File: config.mk
export PLATFORM = sky130hd
export DESIGN_NAME = usb_tx_encoder
export DESIGN_NICKNAME = d
export VERILOG_FILES = /design/src/rtl/usb_tx_encoder.sv
export SDC_FILE = /design/constraint.sdc
export NUM_CORES = 1
export LEC_CHECK = 0
export ABC_AREA = 1
export CAP_MARGIN = 10
export CORE_MARGIN = 2
export CORE_UTILIZATION = 26
export DETAILED_ROUTE_END_ITERATION = 6
export HOLD_SLACK_MARGIN = 0.05
export PLACE_DENSITY = 0.47
export REMOVE_ABC_BUFFERS = 1
export SYNTH_ARGS = -nofsm -noshare
export SYNTH_HDL_FRONTEND = slang
export SYNTH_SLANG_ARGS = --single-unit
File: constraint.sdc
create_clock -name clk -period 1.73 [get_ports clk]
set_input_delay 0.173 -clock clk [delete_from_list [all_inputs] [get_ports clk]]
set_output_delay 0.173 -clock clk [all_outputs]
set_load 0.02 [all_outputs]
File: src/rtl/usb_tx_encoder.sv
// USB full-speed transmit line encoder: bit timing, bit stuffing, NRZI and EOP generation.
// Consumes a raw LSB-first bit stream and drives registered D+/D- levels.
module usb_tx_encoder #(
    parameter int CLKS_PER_BIT = 8
) (
    input  logic clk,
    input  logic n_rst,
    input  logic tx_start,
    input  logic tx_valid,
    input  logic tx_bit,
    input  logic tx_last,
    output logic bit_taken,
    output logic tx_busy,
    output logic tx_done,
    output logic tx_error,
    output logic d_plus,
    output logic d_minus
);

    localparam int CW = (CLKS_PER_BIT > 2) ? $clog2(CLKS_PER_BIT) : 1;
    localparam logic [CW-1:0] CNT_MAX = CW'(CLKS_PER_BIT - 1);
    localparam logic [2:0] STUFF_RUN = 3'd6;

    typedef enum logic [2:0] {
        ST_IDLE,
        ST_DATA,
        ST_STUFF,
        ST_EOP_SE0_1,
        ST_EOP_SE0_2,
        ST_EOP_J
    } state_t;

    state_t        state_r;
    logic [CW-1:0] cnt_r;
    logic [2:0]    ones_r;
    logic          cur_last_r;
    logic          lvl_r;        // NRZI level: 1 = J, 0 = K

    logic          boundary_s;
    logic          in_bit_s;
    logic          stuff_due_s;
    logic          accept_s;
    logic          take_s;
    logic          underrun_s;
    logic          done_s;
    logic          nrzi_lvl_s;
    logic [2:0]    ones_nxt_s;

    // Map an NRZI level onto the differential pair; {1,1} is unreachable.
    function automatic logic [1:0] line_of(input logic lvl);
        line_of = {lvl, ~lvl};
    endfunction

    // Boundary detection, handshake strobes and next NRZI level for the presented bit.
    always_comb begin
        boundary_s  = 1'b0;
        in_bit_s    = 1'b0;
        accept_s    = 1'b0;
        done_s      = 1'b0;
        stuff_due_s = (ones_r == STUFF_RUN);
        case (state_r)
            ST_IDLE: begin
                accept_s = tx_start & tx_valid;
            end
            ST_DATA, ST_STUFF: begin
                in_bit_s   = 1'b1;
                boundary_s = (cnt_r == CNT_MAX);
            end
            ST_EOP_SE0_1, ST_EOP_SE0_2: begin
                boundary_s = (cnt_r == CNT_MAX);
            end
            ST_EOP_J: begin
                boundary_s = (cnt_r == CNT_MAX);
                done_s     = boundary_s;
            end
            default: begin
                boundary_s = 1'b0;
            end
        endcase
        if (in_bit_s && boundary_s && !stuff_due_s && !cur_last_r) begin
            take_s     = accept_s | tx_valid;
            underrun_s = ~tx_valid;
        end else begin
            take_s     = accept_s;
            underrun_s = 1'b0;
        end
        if (tx_bit) begin
            nrzi_lvl_s = lvl_r;
            ones_nxt_s = ones_r + 3'd1;
        end else begin
            nrzi_lvl_s = ~lvl_r;
            ones_nxt_s = 3'd0;
        end
    end

    assign bit_taken = take_s;
    assign tx_error  = underrun_s;
    assign tx_done   = done_s;
    assign tx_busy   = (state_r != ST_IDLE);

    // Packet sequencer: bit timer, stuffing counter, NRZI state and registered line drivers.
    always_ff @(posedge clk or negedge n_rst) begin
        if (!n_rst) begin
            state_r    <= ST_IDLE;
            cnt_r      <= '0;
            ones_r     <= 3'd0;
            cur_last_r <= 1'b0;
            lvl_r      <= 1'b1;
            d_plus     <= 1'b1;
            d_minus    <= 1'b0;
        end else begin
            if (state_r == ST_IDLE || boundary_s) begin
                cnt_r <= '0;
            end else begin
                cnt_r <= cnt_r + CW'(1);
            end
            case (state_r)
                ST_IDLE: begin
                    if (accept_s) begin
                        state_r              <= ST_DATA;
                        cur_last_r           <= tx_last;
                        lvl_r                <= nrzi_lvl_s;
                        ones_r               <= ones_nxt_s;
                        {d_plus, d_minus}    <= line_of(nrzi_lvl_s);
                    end else begin
                        state_r <= ST_IDLE;
                    end
                end
                ST_DATA, ST_STUFF: begin
                    if (!boundary_s) begin
                        state_r <= state_r;
                    end else if (stuff_due_s) begin
                        state_r              <= ST_STUFF;
                        lvl_r                <= ~lvl_r;
                        ones_r               <= 3'd0;
                        {d_plus, d_minus}    <= line_of(~lvl_r);
                    end else if (cur_last_r || !tx_valid) begin
                        // Normal end of data and underrun abort share the same EOP path.
                        state_r              <= ST_EOP_SE0_1;
                        {d_plus, d_minus}    <= 2'b00;
                    end else begin
                        state_r              <= ST_DATA;
                        cur_last_r           <= tx_last;
                        lvl_r                <= nrzi_lvl_s;
                        ones_r               <= ones_nxt_s;
                        {d_plus, d_minus}    <= line_of(nrzi_lvl_s);
                    end
                end
                ST_EOP_SE0_1: begin
                    if (boundary_s) begin
                        state_r <= ST_EOP_SE0_2;
                    end else begin
                        state_r <= ST_EOP_SE0_1;
                    end
                end
                ST_EOP_SE0_2: begin
                    if (boundary_s) begin
                        state_r              <= ST_EOP_J;
                        lvl_r                <= 1'b1;
                        {d_plus, d_minus}    <= line_of(1'b1);
                    end else begin
                        state_r <= ST_EOP_SE0_2;
                    end
                end
                ST_EOP_J: begin
                    if (boundary_s) begin
                        state_r    <= ST_IDLE;
                        ones_r     <= 3'd0;
                        cur_last_r <= 1'b0;
                        lvl_r      <= 1'b1;
                    end else begin
                        state_r <= ST_EOP_J;
                    end
                end
                default: begin
                    state_r              <= ST_IDLE;
                    ones_r               <= 3'd0;
                    lvl_r                <= 1'b1;
                    {d_plus, d_minus}    <= line_of(1'b1);
                end
            endcase
        end
    end

endmodule

Word level (Yosys, flattened, before mapping)
Cells that the tools add are included.
W data, S select, Z words.
{"block": "totals", "word_cells": 96, "reg_bits": 13, "input_bits": 6}
{"block": "op_classes", "n_reduce_logical": 20, "mux": 44, "n_eq_ne": 15, "addsub": 2, "bitwise_logic": 8}
{"op": "$mux W3", "n": 10}
{"op": "$mux W1", "n": 26}
{"op": "$pmux W3 S5", "n": 1}
{"op": "$eq A3 B3 Y1 const B", "n": 4}
{"op": "$ne A2 B2 Y1 const B", "n": 6}
{"op": "$pmux W1 S4", "n": 3}
{"op": "$pmux W3 S4", "n": 1}
{"op": "$reduce_and A5 Y1", "n": 2}
{"op": "$reduce_or A2 Y1", "n": 4}
{"op": "$add A3 B1 Y3 const B", "n": 2}
{"op": "$eq A3 B2 Y1 const B", "n": 2}
{"op": "$not A1 Y1", "n": 6}
{"op": "$reduce_and A6 Y1", "n": 1}
{"op": "$reduce_bool A3 Y1", "n": 2}
{"op": "$reduce_or A5 Y1", "n": 1}
{"op": "$mux W2", "n": 2}
{"op": "$reduce_and A4 Y1", "n": 1}
{"op": "$eq A3 B1 Y1 const B", "n": 1}
{"op": "$logic_and A1 B1 Y1", "n": 3}
{"op": "$logic_not A1 Y1", "n": 3}
{"op": "$logic_not A3 Y1", "n": 1}
{"op": "$ne A3 B3 Y1 const B", "n": 1}
{"op": "$pmux W1 S3", "n": 1}
{"op": "$logic_or A1 B1 Y1", "n": 2}
{"op": "3 further kinds", "n": 3}

Depth between registers and ports, before layout
{"block": "logic_depth", "depth_word": 7, "depth_mapped": 10, "mapped_depth_nobuf": 10}

Least setup slack after synthesis
No wires, ideal clock.
{"block": "synth_path", "kind": "register -> output", "start": "register cnt_r[0]", "end": "output port bit_taken", "path_stages_with_launch": 7, "path_slack_ns": 0.249, "path_buffers": 0, "arrival_ns": 1.308, "required_ns": 1.557, "cell_sequence": "dfrtp_1 -> ha_1 -> ha_1 -> nand2_2 -> nor2_1 -> nand3_1 -> o22ai_1"}
{"block": "synth_between", "elab_chain_cells": 6}
{"item": "start: declaration", "line_no": "34", "text": "logic [CW-1:0] cnt_r;"}
{"item": "start signal: assignment", "line_no": "115", "text": "cnt_r <= cnt_r + CW'(1);"}
{"item": "$eq A3 B3 Y1", "line_no": "67, 70, 73"}
{"item": "$mux W1"}
{"item": "$logic_and A1 B1 Y1 (3 in a row)", "line_no": "80", "text": "if (in_bit_s && boundary_s && !stuff_due_s && !cur_last_r) begin"}
{"item": "$mux W1", "line_no": "80"}
{"item": "end: declaration", "line_no": "12", "text": "output logic bit_taken,"}
Every way passes these cells.

Worst setup path in the final report
{"block": "layout_path", "start": "register cnt_r[0]", "end": "output port tx_done"}
{"block": "layout_between", "elab_chain_cells": 2}
{"item": "$eq A3 B3 Y1", "line_no": "73", "text": "boundary_s = (cnt_r == CNT_MAX);"}
{"item": "$mux W1", "line_no": "61", "text": "case (state_r)"}
{"item": "end: declaration", "line_no": "14", "text": "output logic tx_done,"}
Every way passes these cells.

==> impl_results.md <==
- Status: completed
- Hold buffers post-CTS: 0
- Commonest non-fill, non-tap cell in the layout: nand2_1
- Distinct cell type count after synthesis: 25
- Hold Crit Class: input port to asynchronous set/reset pin
- Die area: 0.00450 mm2
- Finished Layout Cells: 225
- CTS tree: yes
- Residual DRC: 0
- Gr ovfl total: 0
- Most frequent cells in the layout: 46 x nand2_1, 20 x inv_1, 17 x buf_4
- Post-Syn Area per Cell: 7.08 um2
- Critical Path RT: between 1.5 and 2 ns
- H-tree Lvls: 1
- Synth Area in Adders: 4.84%
- Post-synthesis xor/xnor area fraction: 0.847%
- Number of global-route vias before repair: 941
- LEAKAGE: between 0.7 and 0.8 nW
- Top post-synthesis cells by area: dfrtp_1 27%, nand2_1 17%, inv_1 7.3%
- DRT iter0 DRCs: 40
- DRT Pass-1 Iters: 4
- Max cap viols: 0
- Placed wire-length estimate: ~1.9 mm
- Share of the yosys chip area belonging to registers: 31.7%
- Final cycle utilization of the critical path: between 90% and 100%
- Core Rows: 22
- Ant. Diodes: 0
- Clk sinks: 13
- Final Slew Violations: 0
- Dpl cells: 220
- Max-slew headroom: between 70% and 80%
- Compound-Gate Fraction of Synth Area: under 10%
- Total GRT Usage: 12.3%
- Largest net degree at the start of global routing: 14
- Synth Instances: 146
- Clk slew on worst S/H paths: 0.06 ns
- Critical Path Source Type: flip-flop
- Vias/cell: 4.31
- Share of the synthesized area in the top cell type: 26.6%
- Setup Viol. Count Final: 0
- Share of post-route cells with drive strength above 1: 28.2%
- Max Freq: ~0.61 GHz
- Die Ht: 67.0 um
- Core Box Area: between 0.003 and 0.004 mm2
- R2R Setup Slk: 0.11 ns
- Routed Antenna Nets: 0
- Drt wl/cell: 10.6 um
- Largest area contributor in the netlist: dfrtp_1
- Mapped Area: 0.00103 mm2
- Bufs on Longest Clock Path: 2
- Layout Utilization: 37.0%
- Fin Clk Skew: about 0.0067 ns
- Worst VDD drop: a little over 0.6 mV
- First-pass GRT wire length: 4.18 mm
- Crit path max fanout: 3
- Clock Latency Late Sink: 0.24 ns
- Cell Pwr Density: 1700 mW/mm2
- Final Critical Period: 1.64 ns
- Warnings, synthesis: 0
- Synth Register Bits: 13
- I/O Pins: 12
- Final #Nets: 188
- Critical path arrival: 1.47 ns
- Area added between synthesis and finish: 34.1%
- Initial antenna violation count: 0
- GPL Wtd Cong: about 0.84
- Vias post-DR: 970
- Synth async-reset ratio: between 90% and 100%
- Total Wirelength: 2.38 mm
- Simple-Gate Fraction of Synth Area: a little under half
- Initial Util: 27.6%
- Port Buffers: 11
- Hold Vio Cnt, Final: 0
- CTS Root Cell: clkbuf_8
- Mux contribution to synthesized area: 0%
- Largest family of logic cells by synthesized area: simple AND/OR/NAND/NOR gates
- CP Capture Type: primary output
- Number of synthesized flops with an enable pin: 0
- Top FF cell, synth: dfrtp_1
- Worst-Margin Slew: 0.352 ns
- CTS Buf Count: 3
- CP Class: flip-flop to primary output
- Die width: roughly 67 um
metal layers:
layer | part of all wire, % | track usage, %
met4 | 0.46 | 1.53
met1 | 49 | 15.7
met5 | 0 | 0
met3 | 3.3 | 3.55
met2 | 47 | 20.9
Yosys cell counts, types with 4 or more instances:
master   number
ha_1          4
inv_1        20
nand3_1      10
dfrtp_1      11
nand2_4       4
nor2_1       13
nand2_2       5
nand2_1      46
flip-flops by register name, summed over array words and instances, names as in the netlist:
register    count
d_minus         1
lvl_r           1
ones_r          3
d_plus          1
state_r         3
cur_last_r      1
cnt_r           3
layout make-up:
type | count | area [um2]
multi-input combinational | 109 | 637
inverter | 23 | 88.8
fill | 423 | 2360
sequential | 13 | 328
tap | 48 | 60.1
timing repair buffer | 28 | 228
clock buffer | 4 | 45.0
path summary, 6_finish.rpt:
kind | depth (start not counted) | end | from
max in group asynchronous | 2 | d_plus | n_rst
min in group clk | 2 | d_plus | d_plus
hold / removal | 2 | state_r[0] | n_rst
hold reg to reg | 2 | d_plus | d_plus
setup / recovery | 6 | tx_done | cnt_r[0]
setup reg to reg | 9 | ones_r[1] | cnt_r[0]
cells by family (layout without fill, tap and decap cells):
logic type / Yosys count / in the layout
AO/OA/AOI/OAI: 13 / 13
XOR/XNOR: 1 / 1
adder cells (fa/ha/maj): 4 / 4
buffers and inverters: 24 / 55
flip-flops: 13 / 13
AND/OR/NAND/NOR: 91 / 91
what timing repair did:
| item | CTS | global route |
|---|---|---|
| pin swaps | 0 | 3 |
| setup endpoints to repair | 4 | 8 |
| resized for setup | 11 | 6 |
| setup buffers | 0 | 1 |
stage by stage:
stage / hold slack, ns / total power [mW] / setup slack [ns] / instance area (um2) / setup TNS [ns]
CTS: 0.250 / 2.34 / 0.0239 / 1360 / 0
global placement: 0.418 / 2.04 / -0.0436 / 1320 / -0.0528
finish: 0.241 / 2.36 / 0.0887 / 1390 / 0
global route: 0.252 / 2.62 / -0.0102 / 1390 / -0.0102
detailed placement: 0.422 / 2.07 / -0.0858 / 1320 / -0.132
floorplan: -0.123 / 1.60 / 0.249 / 1030 / 0
power breakdown:
part           internal (mW)  switching (mW)
registers              0.445          0.0983
logic                  0.612           0.930
clock network          0.163           0.110
worst max-delay path: stages (launching register included):
cell and delay [ns]:
dfrtp_1 0.38, ha_2 0.20, ha_4 0.16, buf_4 0.13, inv_1 0.06, nor2_1 0.05
clkdlybuf4s15_2 0.25
Power figures use the tool's default switching activity.
